### src/rtl/cm3_matrix_pkg.sv
// Shared encodings for the cm3 bus matrix: HRESP, HTRANS and the default-slave FSM states.
package cm3_matrix_pkg;

    localparam logic [1:0] RSP_OKAY  = 2'b00;
    localparam logic [1:0] RSP_ERROR = 2'b01;

    localparam logic [1:0] HTRANS_IDLE   = 2'b00;
    localparam logic [1:0] HTRANS_BUSY   = 2'b01;
    localparam logic [1:0] HTRANS_NONSEQ = 2'b10;
    localparam logic [1:0] HTRANS_SEQ    = 2'b11;

    localparam int unsigned WAIT_CNT_W = 4;

    typedef enum logic [1:0] {
        ST_IDLE = 2'b00,
        ST_WAIT = 2'b01,
        ST_ERR1 = 2'b10,
        ST_ERR2 = 2'b11
    } err_state_e;

    // Address-phase qualifier: only NONSEQ/SEQ transfers need a data-phase response.
    function automatic logic ahb_valid(input logic       hsel,
                                       input logic       hready,
                                       input logic [1:0] htrans);
        logic active;
        unique case (htrans)
            HTRANS_NONSEQ, HTRANS_SEQ: active = 1'b1;
            HTRANS_IDLE, HTRANS_BUSY:  active = 1'b0;
            default:                   active = 1'b0;
        endcase
        return hsel && hready && active;
    endfunction

endpackage

### src/rtl/cm3_matrix_err_log.sv
// Fault bookkeeping for the default slave: saturating counter, IRQ pulse and, when
// ERR_SLV_FAULT_LOG_EN is defined, first-fault address/direction capture.
module cm3_matrix_err_log
#(
    parameter int unsigned ADDR_WIDTH = 32,
    parameter int unsigned CNT_WIDTH  = 8
)(
    input  logic                  clk_i,
    input  logic                  rst_i,
    input  logic                  clr_i,
    input  logic                  complete_i,
`ifdef ERR_SLV_FAULT_LOG_EN
    input  logic [ADDR_WIDTH-1:0] addr_i,
    input  logic                  wr_i,
    output logic [ADDR_WIDTH-1:0] fault_addr_o,
    output logic                  fault_wr_o,
    output logic                  fault_vld_o,
`endif
    output logic                  irq_o,
    output logic [CNT_WIDTH-1:0]  cnt_o
);

    localparam logic [CNT_WIDTH-1:0] CNT_MAX = '1;

    logic                 irq_q;
    logic [CNT_WIDTH-1:0] cnt_q;

    // A clear coinciding with a completion drops that fault from the count.
    always_ff @(posedge clk_i) begin
        if (rst_i) begin
            irq_q <= 1'b0;
            cnt_q <= '0;
        end else begin
            irq_q <= complete_i;
            if (clr_i) begin
                cnt_q <= '0;
            end else if (complete_i && (cnt_q != CNT_MAX)) begin
                cnt_q <= cnt_q + CNT_WIDTH'(1);
            end
        end
    end

    assign irq_o = irq_q;
    assign cnt_o = cnt_q;

`ifdef ERR_SLV_FAULT_LOG_EN
    logic [ADDR_WIDTH-1:0] fault_addr_q;
    logic                  fault_wr_q;
    logic                  fault_vld_q;

    // Only the first fault after reset/clear is kept.
    always_ff @(posedge clk_i) begin
        if (rst_i || clr_i) begin
            fault_addr_q <= '0;
            fault_wr_q   <= 1'b0;
            fault_vld_q  <= 1'b0;
        end else if (complete_i && !fault_vld_q) begin
            fault_addr_q <= addr_i;
            fault_wr_q   <= wr_i;
            fault_vld_q  <= 1'b1;
        end
    end

    assign fault_addr_o = fault_addr_q;
    assign fault_wr_o   = fault_wr_q;
    assign fault_vld_o  = fault_vld_q;
`endif

endmodule

### src/rtl/cm3_matrix_err_slave.sv
// Default/error slave for a cm3 matrix output stage: wait states, ERROR or RAZ/WI response.
// Optional fault address logging is enabled by defining ERR_SLV_FAULT_LOG_EN.
module cm3_matrix_err_slave
    import cm3_matrix_pkg::*;
#(
    parameter int unsigned ADDR_WIDTH  = 32,
    parameter int unsigned DATA_WIDTH  = 32,
    parameter int unsigned WAIT_STATES = 0,
    parameter int unsigned MODE        = 0,
    parameter int unsigned CNT_WIDTH   = 8
)(
    input  logic                  HCLK,
    input  logic                  HRESET,
    input  logic                  HSEL,
    input  logic [1:0]            HTRANS,
    input  logic                  HREADY,
    input  logic [ADDR_WIDTH-1:0] HADDR,
    input  logic                  HWRITE,
    input  logic                  CNT_CLR,
    output logic                  HREADYOUT,
    output logic [1:0]            HRESP,
    output logic [DATA_WIDTH-1:0] HRDATA,
    output logic                  FAULT_IRQ,
    output logic [CNT_WIDTH-1:0]  FAULT_CNT
`ifdef ERR_SLV_FAULT_LOG_EN
    ,
    output logic [ADDR_WIDTH-1:0] FAULT_ADDR,
    output logic                  FAULT_WR,
    output logic                  FAULT_VLD
`endif
);

    err_state_e            state_q;
    logic [WAIT_CNT_W-1:0] wait_cnt_q;
    logic                  done_q;
    logic                  hreadyout_q;
    logic [1:0]            hresp_q;
    logic                  valid_c;
    logic                  accept_c;
    logic                  complete_c;

    assign valid_c    = ahb_valid(HSEL, HREADY, HTRANS);
    assign accept_c   = valid_c && ((state_q == ST_IDLE) || (state_q == ST_ERR2));
    // done_q marks the RAZ/WI OKAY completion cycle, which otherwise looks like IDLE.
    assign complete_c = (state_q == ST_ERR2) || done_q;

    always_ff @(posedge HCLK) begin
        if (HRESET) begin
            state_q     <= ST_IDLE;
            wait_cnt_q  <= '0;
            done_q      <= 1'b0;
            hreadyout_q <= 1'b1;
            hresp_q     <= RSP_OKAY;
        end else begin
            done_q <= 1'b0;
            unique case (state_q)
                ST_WAIT: begin
                    if (wait_cnt_q == '0) begin
                        if (MODE == 0) begin
                            state_q     <= ST_ERR1;
                            hreadyout_q <= 1'b0;
                            hresp_q     <= RSP_ERROR;
                        end else begin
                            state_q     <= ST_IDLE;
                            hreadyout_q <= 1'b1;
                            hresp_q     <= RSP_OKAY;
                            done_q      <= 1'b1;
                        end
                    end else begin
                        wait_cnt_q <= wait_cnt_q - WAIT_CNT_W'(1);
                    end
                end
                ST_ERR1: begin
                    state_q     <= ST_ERR2;
                    hreadyout_q <= 1'b1;
                    hresp_q     <= RSP_ERROR;
                end
                default: begin
                    // IDLE and ERR2 both take a new access with the same rules.
                    if (accept_c) begin
                        if (WAIT_STATES > 0) begin
                            state_q     <= ST_WAIT;
                            wait_cnt_q  <= WAIT_CNT_W'(WAIT_STATES - 1);
                            hreadyout_q <= 1'b0;
                            hresp_q     <= RSP_OKAY;
                        end else if (MODE == 0) begin
                            state_q     <= ST_ERR1;
                            hreadyout_q <= 1'b0;
                            hresp_q     <= RSP_ERROR;
                        end else begin
                            state_q     <= ST_IDLE;
                            hreadyout_q <= 1'b1;
                            hresp_q     <= RSP_OKAY;
                            done_q      <= 1'b1;
                        end
                    end else begin
                        state_q     <= ST_IDLE;
                        hreadyout_q <= 1'b1;
                        hresp_q     <= RSP_OKAY;
                    end
                end
            endcase
        end
    end

    assign HREADYOUT = hreadyout_q;
    assign HRESP     = hresp_q;
    assign HRDATA    = '0;

`ifdef ERR_SLV_FAULT_LOG_EN
    logic [ADDR_WIDTH-1:0] addr_q;
    logic                  wr_q;

    // Hold the address phase of the in-flight access until its completion is logged.
    always_ff @(posedge HCLK) begin
        if (HRESET) begin
            addr_q <= '0;
            wr_q   <= 1'b0;
        end else if (accept_c) begin
            addr_q <= HADDR;
            wr_q   <= HWRITE;
        end
    end
`else
    logic unused_addr_c;
    assign unused_addr_c = ^{HADDR, HWRITE};
`endif

    cm3_matrix_err_log #(
        .ADDR_WIDTH (ADDR_WIDTH),
        .CNT_WIDTH  (CNT_WIDTH)
    ) u_log (
        .clk_i        (HCLK),
        .rst_i        (HRESET),
        .clr_i        (CNT_CLR),
        .complete_i   (complete_c),
`ifdef ERR_SLV_FAULT_LOG_EN
        .addr_i       (addr_q),
        .wr_i         (wr_q),
        .fault_addr_o (FAULT_ADDR),
        .fault_wr_o   (FAULT_WR),
        .fault_vld_o  (FAULT_VLD),
`endif
        .irq_o        (FAULT_IRQ),
        .cnt_o        (FAULT_CNT)
    );

endmodule

### config.mk
export PLATFORM = sky130hd
export DESIGN_NAME = cm3_matrix_err_slave
export DESIGN_NICKNAME = d
export VERILOG_FILES = /design/src/rtl/cm3_matrix_pkg.sv /design/src/rtl/cm3_matrix_err_log.sv /design/src/rtl/cm3_matrix_err_slave.sv
export SDC_FILE = /design/constraint.sdc
export NUM_CORES = 1
export LEC_CHECK = 0
export BUFFER_PORTS_ARGS = -buffer_cell sky130_fd_sc_hd__buf_2
export CAP_MARGIN = 20
export CORE_ASPECT_RATIO = 0.9
export CORE_MARGIN = 3
export CORE_UTILIZATION = 43
export DETAILED_ROUTE_END_ITERATION = 8
export PLACE_DENSITY = 0.88
export SLEW_MARGIN = 20
export SYNTH_ARGS = -nofsm -noshare
export SYNTH_HDL_FRONTEND = slang
export SYNTH_SLANG_ARGS = --single-unit
### constraint.sdc
create_clock -name HCLK -period 2.9 [get_ports HCLK]
set_input_delay 0.58 -clock HCLK [delete_from_list [all_inputs] [get_ports HCLK]]
set_output_delay 0.58 -clock HCLK [all_outputs]
set_load 0.01 [all_outputs]
# [After elaboration in Yosys (flattened, before gate mapping)]
# Cells that the tools add are included.
[totals] input_bits=40 regBits=18 elab_cells=39
[classes] n_reduce_logical=12 n_eq_ne=8 bitwise_logic=1 n_addsub=2 mux=10
[ops] cell="$add A8 B1 Y8 const B" n=1
[ops] cell="$eq A2 B2 Y1 const B" n=4
[ops] cell="$ne A8 B8 Y1 const B" n=1
[ops] cell="$pmux W2 S2" n=2
[ops] cell="$mux W2" n=3
[ops] cell="$reduce_or A2 Y1" n=3
[ops] cell="$eq A2 B1 Y1 const B" n=2
[ops] cell="$logic_and A1 B1 Y1" n=4
[ops] cell="$logic_not A2 Y1" n=2
[ops] cell="$logic_not A4 Y1" n=1
[ops] cell="$pmux W1 S2" n=2
[ops] cell="$sub A4 B1 Y4 const B" n=1
[ops] cell="$mux W1" n=3
[ops] cell="$ne A2 B2 Y1 const B" n=1
[ops] cell="$reduce_and A2 Y1" n=1
[ops] cell="$logic_or A1 B1 Y1" n=1
[ops] cell="$not A1 Y1" n=1

# [Logic depth before layout (Yosys ltp)]
[depth] word_depth=7 ltp_mapped=6

# [Cells and area by module]
# A second synthesis with hierarchy kept.
[hier_totals] cells_unflattened=129 area_unflattened_um2=1093.5
[by_module_without_submodules] mod="cm3_matrix_err_slave" n_inst=1 area_each_um2=640.6 seq_area_each_um2=140.1 cells_per_inst=79
[by_module_without_submodules] mod="cm3_matrix_err_log" n_inst=1 area_each_um2=452.9 seq_area_each_um2=180.2 cells_per_inst=50

# [Worst setup path after synthesis]
# No wires, ideal clock.
[synth_timing] path_type="in2reg" startpoint="in CNT_CLR" endpoint="reg u_log.cnt_q[3], in the netlist u_log.cnt_o[3]" path_buffers=1 stages=4 arrival_time_ps=1397 required_ps=2833 setup_slack_ps=1436 path_cell_list="or2_2 -> clkbuf_1 -> a2111o_1 -> o21ai_2"
[synth_between] elab_chain_len=1
[synth_rtl] item="from (decl)" line_no="cm3_matrix_err_slave.sv:19" text="input logic CNT_CLR,"
[synth_rtl] item="$reduce_or A2 Y1 (no line)"
[synth_rtl] item="to (signal assigned)" line_no="cm3_matrix_err_log.sv:38" text="cnt_q <= cnt_q + CNT_WIDTH'(1);"
[synth_rtl] item="to (decl)" line_no="cm3_matrix_err_log.sv:26" text="logic [CNT_WIDTH-1:0] cnt_q;"
# No other way between the ends.
# A chain may end at the register's enable or synchronous reset.

# [Final worst setup path]
[layout_timing] startpoint="reg u_log.cnt_q[2], in the netlist u_log.cnt_o[2]" endpoint="out FAULT_CNT[2]"
[layout_rtl] item="to (decl)" line_no="cm3_matrix_err_slave.sv:24" text="output logic [CNT_WIDTH-1:0] FAULT_CNT"
# No word-level cell between the ends.

==> results by stage <==
Placed design:
- Input and output buffers added on the ports amount to 16.
- Routability-driven placement finished with a final weighted congestion of 0.898.
- The cell area after placement is 0.00105 mm^2.
- The number of placed instances, taps included, is 168.
- Once detailed placement completed, the half-perimeter wirelength came to 1.40 mm.
- The worst-case setup slack after placement is 1.30 ns.

Pwr:
- Power spread over the standard cell area amounts to 367 mW/mm^2.
- The sequential power share is 57.6%.
- In this run switching power makes up 27.9% of total power.
- The total power after layout is 0.395 mW.
- For this design the static power due to leakage is 0.471 nW.
- The internal portion of the total power is 0.285 mW.
- For this design the total switching power over the nets is 0.110 mW.
- The share of total power in combinational logic is 12.4%.
- The clock network accounts for 30.0% of the total power.
- Across the VDD grid, the largest voltage drop is 0.236 mV.

Hold path:
- The path category of the worst min-delay check is flip-flop to flip-flop.
- Along the worst hold path, the cell count comes to 2.
- The path with the worst hold slack has its endpoint at HREADYOUT.
- The worst hold path begins at HREADYOUT.

Logic synthesis:
- After synthesis, the share of flip-flops with an asynchronous set or reset is 0%.
- The average size of a mapped cell is 8.37 um^2.
- For this run, the register share of the synthesized area comes to 28.8%.
- The synthesized design contains 16 register bits.
- The leading register cell type out of synthesis is sky130_fd_sc_hd__dfxtp_1.
- The area share of the largest cell type after synthesis is 28.8%.
- The number of cells produced by synthesis is 133.
- Yosys mapped a number of flops with a built-in enable equal to 0.
- In this run the cell area of the synthesized design comes to 0.00111 mm^2.
- The number of warning messages in the yosys log is 0.
- The cell taking the most area after synthesis is sky130_fd_sc_hd__dfxtp_1.
- The count of cell types in the netlist is 34.
- Ranked by total cell area, the synthesized netlist is headed by sky130_fd_sc_hd__dfxtp_1 (29%), sky130_fd_sc_hd__buf_4 (23%), sky130_fd_sc_hd__ha_1 (5.6%).

Clock tree:
- The later pin in the worst-skew pair is clocked with a latency of 0.29 ns.
- The CTS H-tree depth is 1.
- Gates resized during post-CTS repair numbered 0.
- The clock transition at the registers of the reported paths is 0.10 ns.
- Counting along the longest clock path gives a buffer depth of 2.
- The total clock buffers created by CTS is 3.
- The hold buffer count at cts is 0.
- In this run the clock root is driven by a sky130_fd_sc_hd__clkbuf_4.
- The CTS tree is built.
- The count of buffers added by post-CTS timing repair for setup is 0.
- CTS saw 16 sinks.

Critical path:
- In this run the critical register-to-register path is captured at HREADYOUT.
- The worst setup slack for register-to-register paths is 1.42 ns.
- The library cell contributing the largest single delay on the critical path is sky130_fd_sc_hd__dfxtp_1.
- At the worst endpoint, the required time is 2.32 ns.
- The startpoint identified for the worst register-to-register timing path is wait_cnt_q[0].
- The critical path launch point type is a flip-flop.
- The signal on the critical path passes through buf_2.
- The cell type group with the largest total delay on the critical path is flip-flops.
- The largest fanout of any net on the critical path is 9.
- The number of buffers and inverters on the critical path is 1.
- The critical path start-end classification is flip-flop to output port.
- The type of destination of the critical path is an output port.
- The length in cells of the worst reg-to-reg path is 5.
- The arrival time of data at the critical path endpoint is 0.98 ns.
- The maximum cell stage delay along the critical path is 0.49 ns.

Final layout:
- The final cell count without fillers is 171.
- The final instance area is 0.00108 mm^2.
- The antenna diode instance count is 0.
- The combined flip-flop and latch cell area is 320 um^2.
- Fill cells in the final layout number 243.
- The net count of the finished layout is 191.
- The signed area change from the synthesized netlist to the final layout is -3.26%.
- The post-route netlist has 18.1% of its cells at a drive strength greater than 1.
- In the final layout, the multi-input gates occupy 594 um^2.
- Cells fill 46.4% of the core in the end.

Timing:
- On the final layout, the worst clock skew is 0.00871 ns.
- The final hold violation count is 0.
- The top achievable clock speed is 642 MHz.
- The time the final worst path needs with I/O delays and setup is 1.56 ns.
- The hold slack is 0.498 ns.
- Setup repair after global routing left no endpoint under its margin.
- The final number of max-transition violations is 0.
- The portion of the clock cycle consumed by the worst path in the final layout is 53.7%.
- Setup slack on the critical path of the routed design comes to 1.34 ns.
- Setup violations remaining at the end of the flow were counted as 0.
- The sum of negative setup slack is 0 ns.

Detailed routing:
- The DRC violation total after the first TritonRoute iteration is 34.
- The met1 routed wirelength after detailed routing is 778 um.
- Before antenna repair, the detailed router went through 4 iterations.
- The highest metal layer used by the detailed router is met3.
- Summed over all nets, wire length on met2 after detailed routing comes to 907 um.
- For this block, the via count after detailed routing is 842.
- The routed length on met3 is 166 um.
- The routed design has 1.85 mm of wire.
- In this run the remaining antenna-violating nets after routing total 0.
- After detailed routing, the average wire length per cell comes to 10.8 um.
- The via density per instance is 4.92.
- The number of design rule violations left after detail routing is 0.

Floorplanning:
- The total number of placement rows is 16.
- The total die area is 0.00324 mm^2.
- The total area inside the core boundary comes to 0.00232 mm^2.
- The count of pins on the block boundary is 84.
- The initial utilization of the core area, before any placement, comes to 48.0%.
- The vertical die dimension is 54.3 um.
- The horizontal extent of the die is 59.6 um.

Job:
- Across the run, the number of max-cap violations was 0.

Global route:
- The first global-routing pass estimated 2.75 mm of wire.
- The number of global-route vias before repair was 656.
- After global routing the overflow that remains totals 0.
- The maximum number of pins on one net before global-route repair is 13.
- Global routing consumed, over all layers together, 11.1% of the routing resources.
- The initial antenna violation count is 0.

Status:
- The run finished with clean final reports.
-- worst max-delay path by stage --
stage,startpoint,end,slack (ns),cells after the start
detailed placement,HRESET,u_log.cnt_o[3],1.30,4
global route,u_log.cnt_o[2],FAULT_CNT[2],1.28,1
floorplan,CNT_CLR,u_log.cnt_o[3],1.44,4
finish,u_log.cnt_o[2],FAULT_CNT[2],1.34,1
CTS,u_log.cnt_o[2],FAULT_CNT[2],1.35,1
global placement,HRESET,u_log.cnt_o[3],1.31,4
-- state kept, by name (all words and copies together), names as in the netlist --
signal / flops
u_log.irq_o: 1
HREADYOUT: 1
u_log.cnt_o: 8
state_q: 1
HRESP: 1
wait_cnt_q: 4
-- cell type report --
class / count / share of cell area [%]
multi-input combinational: 102 / 55.2
timing repair buffer: 16 / 7.43
sequential: 16 / 29.7
clock buffer: 3 / 2.09
tap: 27 / 3.14
inverter: 7 / 2.44
-- routing by layer --
layer | GRT usage, % | up-vias
met2 | 18.5 | 29
met3 | 5.19 | 0
met4 | 0.369 | 0
met1 | 13.9 | 385
li1 | - | 428
met5 | 0 | -
-- Yosys cell counts, types with 2 or more instances --
cell type,instances
sky130_fd_sc_hd__buf_4,34
sky130_fd_sc_hd__dfxtp_1,16
sky130_fd_sc_hd__inv_1,7
sky130_fd_sc_hd__nand2_1,7
sky130_fd_sc_hd__nor3_1,6
sky130_fd_sc_hd__a21oi_1,5
sky130_fd_sc_hd__ha_1,5
sky130_fd_sc_hd__nand3_1,5
sky130_fd_sc_hd__a211oi_1,4
sky130_fd_sc_hd__clkbuf_1,4
sky130_fd_sc_hd__nor2_1,4
sky130_fd_sc_hd__a31oi_1,3
sky130_fd_sc_hd__mux2i_1,3
sky130_fd_sc_hd__o21ai_0,3
sky130_fd_sc_hd__a2111o_1,2
sky130_fd_sc_hd__a41oi_1,2
sky130_fd_sc_hd__and3_1,2
sky130_fd_sc_hd__buf_6,2
sky130_fd_sc_hd__nand4_1,2
sky130_fd_sc_hd__nor4_1,2
sky130_fd_sc_hd__o21ai_2,2
-- cells in the final DEF, fill, tap and decap left out, types with 3 or more instances in the layout --
master	Yosys	final
sky130_fd_sc_hd__conb_1	1	33
sky130_fd_sc_hd__a21oi_1	5	5
sky130_fd_sc_hd__buf_2	0	16
sky130_fd_sc_hd__nor3_1	6	6
sky130_fd_sc_hd__dfxtp_1	16	16
sky130_fd_sc_hd__mux2i_1	3	3
sky130_fd_sc_hd__a31oi_1	3	3
sky130_fd_sc_hd__ha_1	5	5
sky130_fd_sc_hd__nand2_1	7	7
sky130_fd_sc_hd__inv_1	7	7
sky130_fd_sc_hd__o21ai_0	3	3
sky130_fd_sc_hd__a211oi_1	4	4
sky130_fd_sc_hd__nor2_1	4	4
sky130_fd_sc_hd__clkbuf_4	0	3
sky130_fd_sc_hd__nand3_1	5	5
-- cell families (layout without fill, tap and decap cells) --
kind of cell,after synthesis,in the layout,synth area share [%]
AOI/OAI and AO/OA,25,25,16.4
xor gates and xnor gates,1,1,0.787
adders and majority gates,5,5,5.62
buffers and inverters,47,26,28.7
DFF,16,16,28.8
muxes,3,3,2.70
other,1,33,0.337
and+or+nand+nor,35,35,16.7
-- power groups by stage --
stage | Sequential, mW | Clock [mW] | Combinational [mW]
6_report | 0.227 | 0.118 | 0.0490
5_1_grt | 0.228 | 0.133 | 0.0556
4_1_cts | 0.227 | 0.123 | 0.0484
3_5_place_dp | 0.233 | 0 | 0.0480
3_3_place_gp | 0.232 | 0 | 0.0474
2_1_floorplan | 0.233 | 0 | 0.0723
No activity file was read; power rests on OpenSTA's default activity.
